$ cat config.mk
export PLATFORM = sky130hd
export DESIGN_NAME = logic_axi4_lite_register_slave
export DESIGN_NICKNAME = d
export VERILOG_FILES = /design/src/rtl/logic_axi4_lite_register_slave_pkg.sv /design/src/rtl/logic_axi4_lite_register_slave_decoder.sv /design/src/rtl/logic_axi4_lite_register_slave.sv
export SDC_FILE = /design/constraint.sdc
export NUM_CORES = 1
export LEC_CHECK = 0
export BUFFER_PORTS_ARGS = -buffer_cell sky130_fd_sc_hd__buf_4
export CAP_MARGIN = 5
export CORE_AREA = 2 2 259 261
export DETAILED_ROUTE_END_ITERATION = 10
export DIE_AREA = 0 0 261 263
export GPL_ROUTABILITY_DRIVEN = 0
export GPL_TIMING_DRIVEN = 0
export PLACE_DENSITY_LB_ADDON = 0.05
export SYNTH_ARGS = -nofsm -noshare
export SYNTH_HDL_FRONTEND = slang
export SYNTH_HIERARCHICAL = 1
export SYNTH_SLANG_ARGS = --single-unit
export TNS_END_PERCENT = 50
$ cat constraint.sdc
create_clock -name aclk -period 17 [get_ports aclk]
set_input_delay 0 -clock aclk [delete_from_list [all_inputs] [get_ports aclk]]
set_output_delay 0 -clock aclk [all_outputs]
set_load 0.01 [all_outputs]
$ cat src/rtl/logic_axi4_lite_register_slave_pkg.sv
// Shared AXI4-Lite bus types and the address-window decode used by the
// register slave and the bus router.
package logic_axi4_lite_register_slave_pkg;

  typedef enum logic [1:0] {
    RESP_OKAY   = 2'b00,
    RESP_EXOKAY = 2'b01,
    RESP_SLVERR = 2'b10,
    RESP_DECERR = 2'b11
  } resp_t;

  // One target's byte-address window, both ends inclusive.
  typedef struct packed {
    logic [63:0] address_low;
    logic [63:0] address_high;
  } slave_t;

  typedef struct packed {
    resp_t       resp;
    logic [63:0] index;
  } decode_t;

  // Outside the window -> DECERR; inside but past the last register -> SLVERR.
  function automatic decode_t decode(input logic [63:0] address,
                                     input slave_t      slave,
                                     input int unsigned registers,
                                     input int unsigned offset_bits);
    decode_t     result;
    logic [63:0] offset;
    offset       = address - slave.address_low;
    result.resp  = RESP_OKAY;
    result.index = offset >> offset_bits;
    if (address < slave.address_low || address > slave.address_high) begin
      result.resp  = RESP_DECERR;
      result.index = '0;
    end else if (result.index >= 64'(registers)) begin
      result.resp = RESP_SLVERR;
    end
    return result;
  endfunction

endpackage

$ cat src/rtl/logic_axi4_lite_register_slave_decoder.sv
// Combinational address decode: response code plus register index for one
// address channel.
module logic_axi4_lite_register_slave_decoder
  import logic_axi4_lite_register_slave_pkg::*;
#(
  parameter int unsigned ADDRESS_WIDTH = 32,
  parameter int unsigned DATA_BYTES    = 4,
  parameter int unsigned REGISTERS     = 16,
  parameter int unsigned INDEX_WIDTH   = 4,
  parameter logic [63:0] ADDRESS_LOW   = 64'h0,
  parameter logic [63:0] ADDRESS_HIGH  = 64'hFFF
) (
  input  logic [ADDRESS_WIDTH-1:0] address,
  output resp_t                    resp,
  output logic [INDEX_WIDTH-1:0]   index
);

  localparam slave_t SLAVE = '{address_low: ADDRESS_LOW, address_high: ADDRESS_HIGH};

  decode_t result;
  logic    unused_index_bits;

  always_comb result = decode(64'(address), SLAVE, REGISTERS, $clog2(DATA_BYTES));

  // The index is only consumed on OKAY, where it is below REGISTERS and fits.
  assign resp              = result.resp;
  assign index             = result.index[INDEX_WIDTH-1:0];
  assign unused_index_bits = ^result.index[63:INDEX_WIDTH];

endmodule

$ cat src/rtl/logic_axi4_lite_register_slave.sv
// AXI4-Lite register slave: independent AW/W holds, one outstanding B and
// one outstanding R, register file exported flat to the fabric.
module logic_axi4_lite_register_slave
  import logic_axi4_lite_register_slave_pkg::*;
#(
  parameter int unsigned             DATA_BYTES    = 4,
  parameter int unsigned             ADDRESS_WIDTH = 32,
  parameter int unsigned             REGISTERS     = 16,
  parameter logic [63:0]             ADDRESS_LOW   = 64'h0,
  parameter logic [63:0]             ADDRESS_HIGH  = 64'hFFF,
  parameter logic [8*DATA_BYTES-1:0] RESET_VALUE   = '0
) (
  input  logic                              aclk,
  input  logic                              areset,
  input  logic                              awvalid,
  output logic                              awready,
  input  logic [ADDRESS_WIDTH-1:0]          awaddr,
  input  logic                              wvalid,
  output logic                              wready,
  input  logic [8*DATA_BYTES-1:0]           wdata,
  input  logic [DATA_BYTES-1:0]             wstrb,
  output logic                              bvalid,
  input  logic                              bready,
  output logic [1:0]                        bresp,
  input  logic                              arvalid,
  output logic                              arready,
  input  logic [ADDRESS_WIDTH-1:0]          araddr,
  output logic                              rvalid,
  input  logic                              rready,
  output logic [8*DATA_BYTES-1:0]           rdata,
  output logic [1:0]                        rresp,
  output logic [REGISTERS*8*DATA_BYTES-1:0] registers
);

  localparam int unsigned DATA_WIDTH  = 8 * DATA_BYTES;
  localparam int unsigned INDEX_WIDTH = (REGISTERS > 1) ? $clog2(REGISTERS) : 1;

  logic                     ready_en;
  logic                     aw_full, w_full, commit;
  logic [ADDRESS_WIDTH-1:0] aw_addr;
  logic [DATA_WIDTH-1:0]    w_data;
  logic [DATA_BYTES-1:0]    w_strb;
  resp_t                    aw_resp, ar_resp, bresp_q, rresp_q;
  logic [INDEX_WIDTH-1:0]   aw_index, ar_index;
  logic [DATA_WIDTH-1:0]    regs [REGISTERS];

  logic_axi4_lite_register_slave_decoder #(
    .ADDRESS_WIDTH(ADDRESS_WIDTH), .DATA_BYTES(DATA_BYTES), .REGISTERS(REGISTERS),
    .INDEX_WIDTH(INDEX_WIDTH), .ADDRESS_LOW(ADDRESS_LOW), .ADDRESS_HIGH(ADDRESS_HIGH)
  ) u_aw_decoder (.address(aw_addr), .resp(aw_resp), .index(aw_index));

  logic_axi4_lite_register_slave_decoder #(
    .ADDRESS_WIDTH(ADDRESS_WIDTH), .DATA_BYTES(DATA_BYTES), .REGISTERS(REGISTERS),
    .INDEX_WIDTH(INDEX_WIDTH), .ADDRESS_LOW(ADDRESS_LOW), .ADDRESS_HIGH(ADDRESS_HIGH)
  ) u_ar_decoder (.address(araddr), .resp(ar_resp), .index(ar_index));

  // ready_en keeps every ready low until the first edge after reset release.
  assign awready = ready_en & ~aw_full;
  assign wready  = ready_en & ~w_full;
  assign arready = ready_en & ~rvalid;
  assign commit  = aw_full & w_full & ~bvalid;
  assign bresp   = bresp_q;
  assign rresp   = rresp_q;

  // NOTE: sequential state uses non-blocking assignments so every flop samples
  // pre-edge values; this is what makes a same-edge read return the old data.
  always_ff @(posedge aclk or posedge areset) begin
    if (areset) begin
      ready_en <= 1'b0;
      aw_full  <= 1'b0;
      aw_addr  <= '0;
      w_full   <= 1'b0;
      w_data   <= '0;
      w_strb   <= '0;
      bvalid   <= 1'b0;
      bresp_q  <= RESP_OKAY;
    end else begin
      ready_en <= 1'b1;
      if (commit) begin
        aw_full <= 1'b0;
        w_full  <= 1'b0;
        bvalid  <= 1'b1;
        bresp_q <= aw_resp;
      end else begin
        if (awvalid && awready) begin
          aw_full <= 1'b1;
          aw_addr <= awaddr;
        end
        if (wvalid && wready) begin
          w_full <= 1'b1;
          w_data <= wdata;
          w_strb <= wstrb;
        end
        if (bvalid && bready) bvalid <= 1'b0;
      end
    end
  end

  // NOTE: the register file is built from flops, not a RAM macro, so giving
  // every word an asynchronous reset value is legal and intended.
  always_ff @(posedge aclk or posedge areset) begin
    if (areset) begin
      for (int i = 0; i < REGISTERS; i++) regs[i] <= RESET_VALUE;
    end else if (commit && aw_resp == RESP_OKAY) begin
      for (int b = 0; b < DATA_BYTES; b++) begin
        if (w_strb[b]) regs[aw_index][8*b +: 8] <= w_data[8*b +: 8];
      end
    end
  end

  always_ff @(posedge aclk or posedge areset) begin
    if (areset) begin
      rvalid  <= 1'b0;
      rdata   <= '0;
      rresp_q <= RESP_OKAY;
    end else if (arvalid && arready) begin
      rvalid  <= 1'b1;
      rresp_q <= ar_resp;
      rdata   <= (ar_resp == RESP_OKAY) ? regs[ar_index] : '0;
    end else if (rvalid && rready) begin
      rvalid <= 1'b0;
    end
  end

  for (genvar i = 0; i < REGISTERS; i++) begin : g_flat
    assign registers[i*DATA_WIDTH +: DATA_WIDTH] = regs[i];
  end

endmodule

==> flow_metrics.tcl <==
set metrics [dict create \
    place_area_um2 34800 \
    global_route.usage.total_pct 31.0 \
    crit_path_slowest_cell "sky130_fd_sc_hd__nor4b_2" \
    hold_violations 0 \
    leakage_power_summed_over_all_cells_nw 20.0 \
    number_of_sinks_handled_by_clock_tree_synthesis 619 \
    firstDrtPassIters 5 \
    hold_end "rresp[1]" \
    worstRegToRegCells 6 \
    worst_pin_slew_ns 1.29 \
    die_width_um 261 \
    cts_resized 0 \
    final-setup-viol-count 0 \
    outcome "finished clean" \
    drc 0 \
    tritoncts "done" \
    synth_fp_nets 1815 \
    worstSetupPathType "reg2reg" \
    floorplan.rows 94 \
    placeableCoreArea_um2 65600 \
    nets 2637 \
    finalClockSkew_ns 0.0210 \
    max_freq_mhz 280 \
    wl_per_cell_um 31.0 \
    reg2reg_slack_ns 13.43 \
    reg2reg_from "aw_addr[23]" \
    cpPeakStageDelay_ns 0.74 \
    dp.final_hpwl_um 77000 \
    total_cts_buffers 69 \
    clock_tree.htree_level_count 3 \
    boundaryPins 660 \
    fin_total_pwr_w 0.00352 \
    final_min_period_over_clock_period_pct 21.0 \
    worstHoldStart "araddr[30]" \
    vias_per_cell 5.67 \
    first_global_vias 20400 \
    cp.required_ns 17.47 \
    timing.critical_path.cells "nor4_1, and4_1, and3_1, nor4b_2, nand4b_2, mux2_2" \
    ant_nets 0 \
    cts_hold_buf 78 \
    postCtsSetupBuffers 0 \
    timing.hold.worst_path_depth 5 \
    design.die.area_um2 68600 \
    fillCellCount 5330 \
    hold_path.class "in2reg" \
    drt_iter0_drc 1283 \
    critical_path.reg2reg.endpoint "registers[267]" \
    max-clock-path-buffers 3 \
    post_synth_instance_area_um2 28400 \
    rsz0062_at_grt "no" \
    placement.io_buffers 655 \
    worstSkewPairLatency_ns 0.60 \
    vias 19500 \
    power-per-cell-area_nw_per_um2 93.4 \
    critical_path.max_fanout 8 \
    crit_path_end_kind "register" \
    fin_area_um2 37700 \
    synthesis.area_per_instance_um2 16.7 \
    setup-tns-final_ns 0 \
    start_kind "register" \
    largest_net_degree_at_the_start_of_global_routing 44 \
    timing.max_slew.rel_slack_pct 14.3 \
    cpLargestDelayFamily "simple AND/OR/NAND/NOR gates" \
    effective_utilization_at_floorplan_pct 43.3 \
    cts.root.buffer_cell "sky130_fd_sc_hd__clkbuf_16" \
    report.final.slew_viol_count 0 \
    grt_first_pass_wirelength_um 152000 \
    final_critical_path_required_period_ns 3.57 \
    die-height_um 263 \
    number_of_violations_of_the_max_capacitance_limit 0 \
    number_of_antenna_violations_at_the_first_check_in_global_routing 4 \
    drive_gt1_share_pct 61.2 \
    areaGrowthSynthToFinish_pct 32.7 \
    ys.warnings.count 6 \
    detail_route.wirelength_um 107000 \
    arrival_ns 4.05 \
    ir_drop_uv 89.1 \
    crit_buf_inv 0 \
    cts.clk_slew.worst_paths_ns 0.06 \
    postSynthCellCount 1708 \
    overall_overflow_remaining_after_global_route 0 \
]
sequential cells by signal, summed over array words and instances, names as in the netlist:
name	flops
aw_full	1
ready_en	1
registers	512
rvalid	1
w_full	1
w_strb	4
aw_addr	30
bvalid	1
w_data	32
rdata	32
bresp	2
rresp	2
worst max-delay path by stage:
stage | slack [ns] | start | depth (start not counted) | to
after floorplan | 8.55 | areset | 1 | aw_addr[10]
after global placement | 5.05 | areset | 2 | w_data[19]
after detailed placement | 13.31 | araddr[23] | 10 | rdata[25]
after CTS | 13.46 | aw_addr[23] | 6 | registers[268]
after global routing | 13.25 | aw_addr[23] | 6 | registers[257]
final | 13.43 | aw_addr[23] | 6 | registers[267]
layout by cell type (no fill, tap or decap), types with 10 or more instances in the layout:
cell,instances
sky130_fd_sc_hd__nand4b_2,20
sky130_fd_sc_hd__buf_2,36
sky130_fd_sc_hd__nand4b_4,44
sky130_fd_sc_hd__mux2i_1,64
sky130_fd_sc_hd__buf_1,10
sky130_fd_sc_hd__mux2_1,37
sky130_fd_sc_hd__clkbuf_16,71
sky130_fd_sc_hd__nand2_1,37
sky130_fd_sc_hd__o221ai_1,32
sky130_fd_sc_hd__mux2_2,545
sky130_fd_sc_hd__clkbuf_1,81
sky130_fd_sc_hd__clkbuf_8,13
sky130_fd_sc_hd__buf_4,671
sky130_fd_sc_hd__mux4_2,128
sky130_fd_sc_hd__dfrtp_1,619
sky130_fd_sc_hd__dlygate4sd3_1,78
sky130_fd_sc_hd__buf_12,16
cell type report:
class	count	area (um2)	area share (%)
multi-input cells	963	12400	32.7
well taps	864	1080	2.86
flip-flops and latches	619	15500	41.0
inverters	4	18.8	0.0497
plain buffers	122	578	1.53
diodes	3	7.51	0.0199
repair buffers	751	6060	16.1
clock buffers	108	2050	5.42
clock inverters	10	104	0.275
where the power goes:
part | leakage [nW] | total [W] | switching (W) | internal (W)
clock network | 1.06 | 0.00145 | 0.000599 | 0.000853
logic | 10.4 | 0.000403 | 0.000255 | 0.000148
registers | 8.48 | 0.00167 | 0.000111 | 0.00156
total | 20.0 | 0.00352 | 0.000965 | 0.00256
metal layers:
layer | up-vias | track usage [%] | part of all wire (%)
met5 | - | 0 | 0.017
met4 | 4 | 10.9 | 3.7
met3 | 192 | 6.57 | 6.1
met2 | 638 | 51.7 | 49
met1 | 10500 | 40.1 | 41
li1 | 8194 | - | -
worst reg2reg max path, stage by stage (launching register included):
cell and delay (ns):
sky130_fd_sc_hd__dfrtp_1 0.37, sky130_fd_sc_hd__nor4_1 0.36, sky130_fd_sc_hd__and4_1 0.41, sky130_fd_sc_hd__and3_1 0.43
sky130_fd_sc_hd__nor4b_2 0.74, sky130_fd_sc_hd__nand4b_2 0.64, sky130_fd_sc_hd__mux2_2 0.50
stage by stage:
step	hold slack, ns	cells	setup slack [ns]	util (%)
floorplan	0.0964	1708	8.55	-
global placement	0.182	3227	5.05	52.5
detailed placement	0.0326	3245	13.31	53.0
CTS	0.00474	3441	13.46	57.5
global route	0.112	3442	13.25	57.5
finish	0.0373	3444	13.43	57.5
No activity file was read; power rests on OpenSTA's default activity.
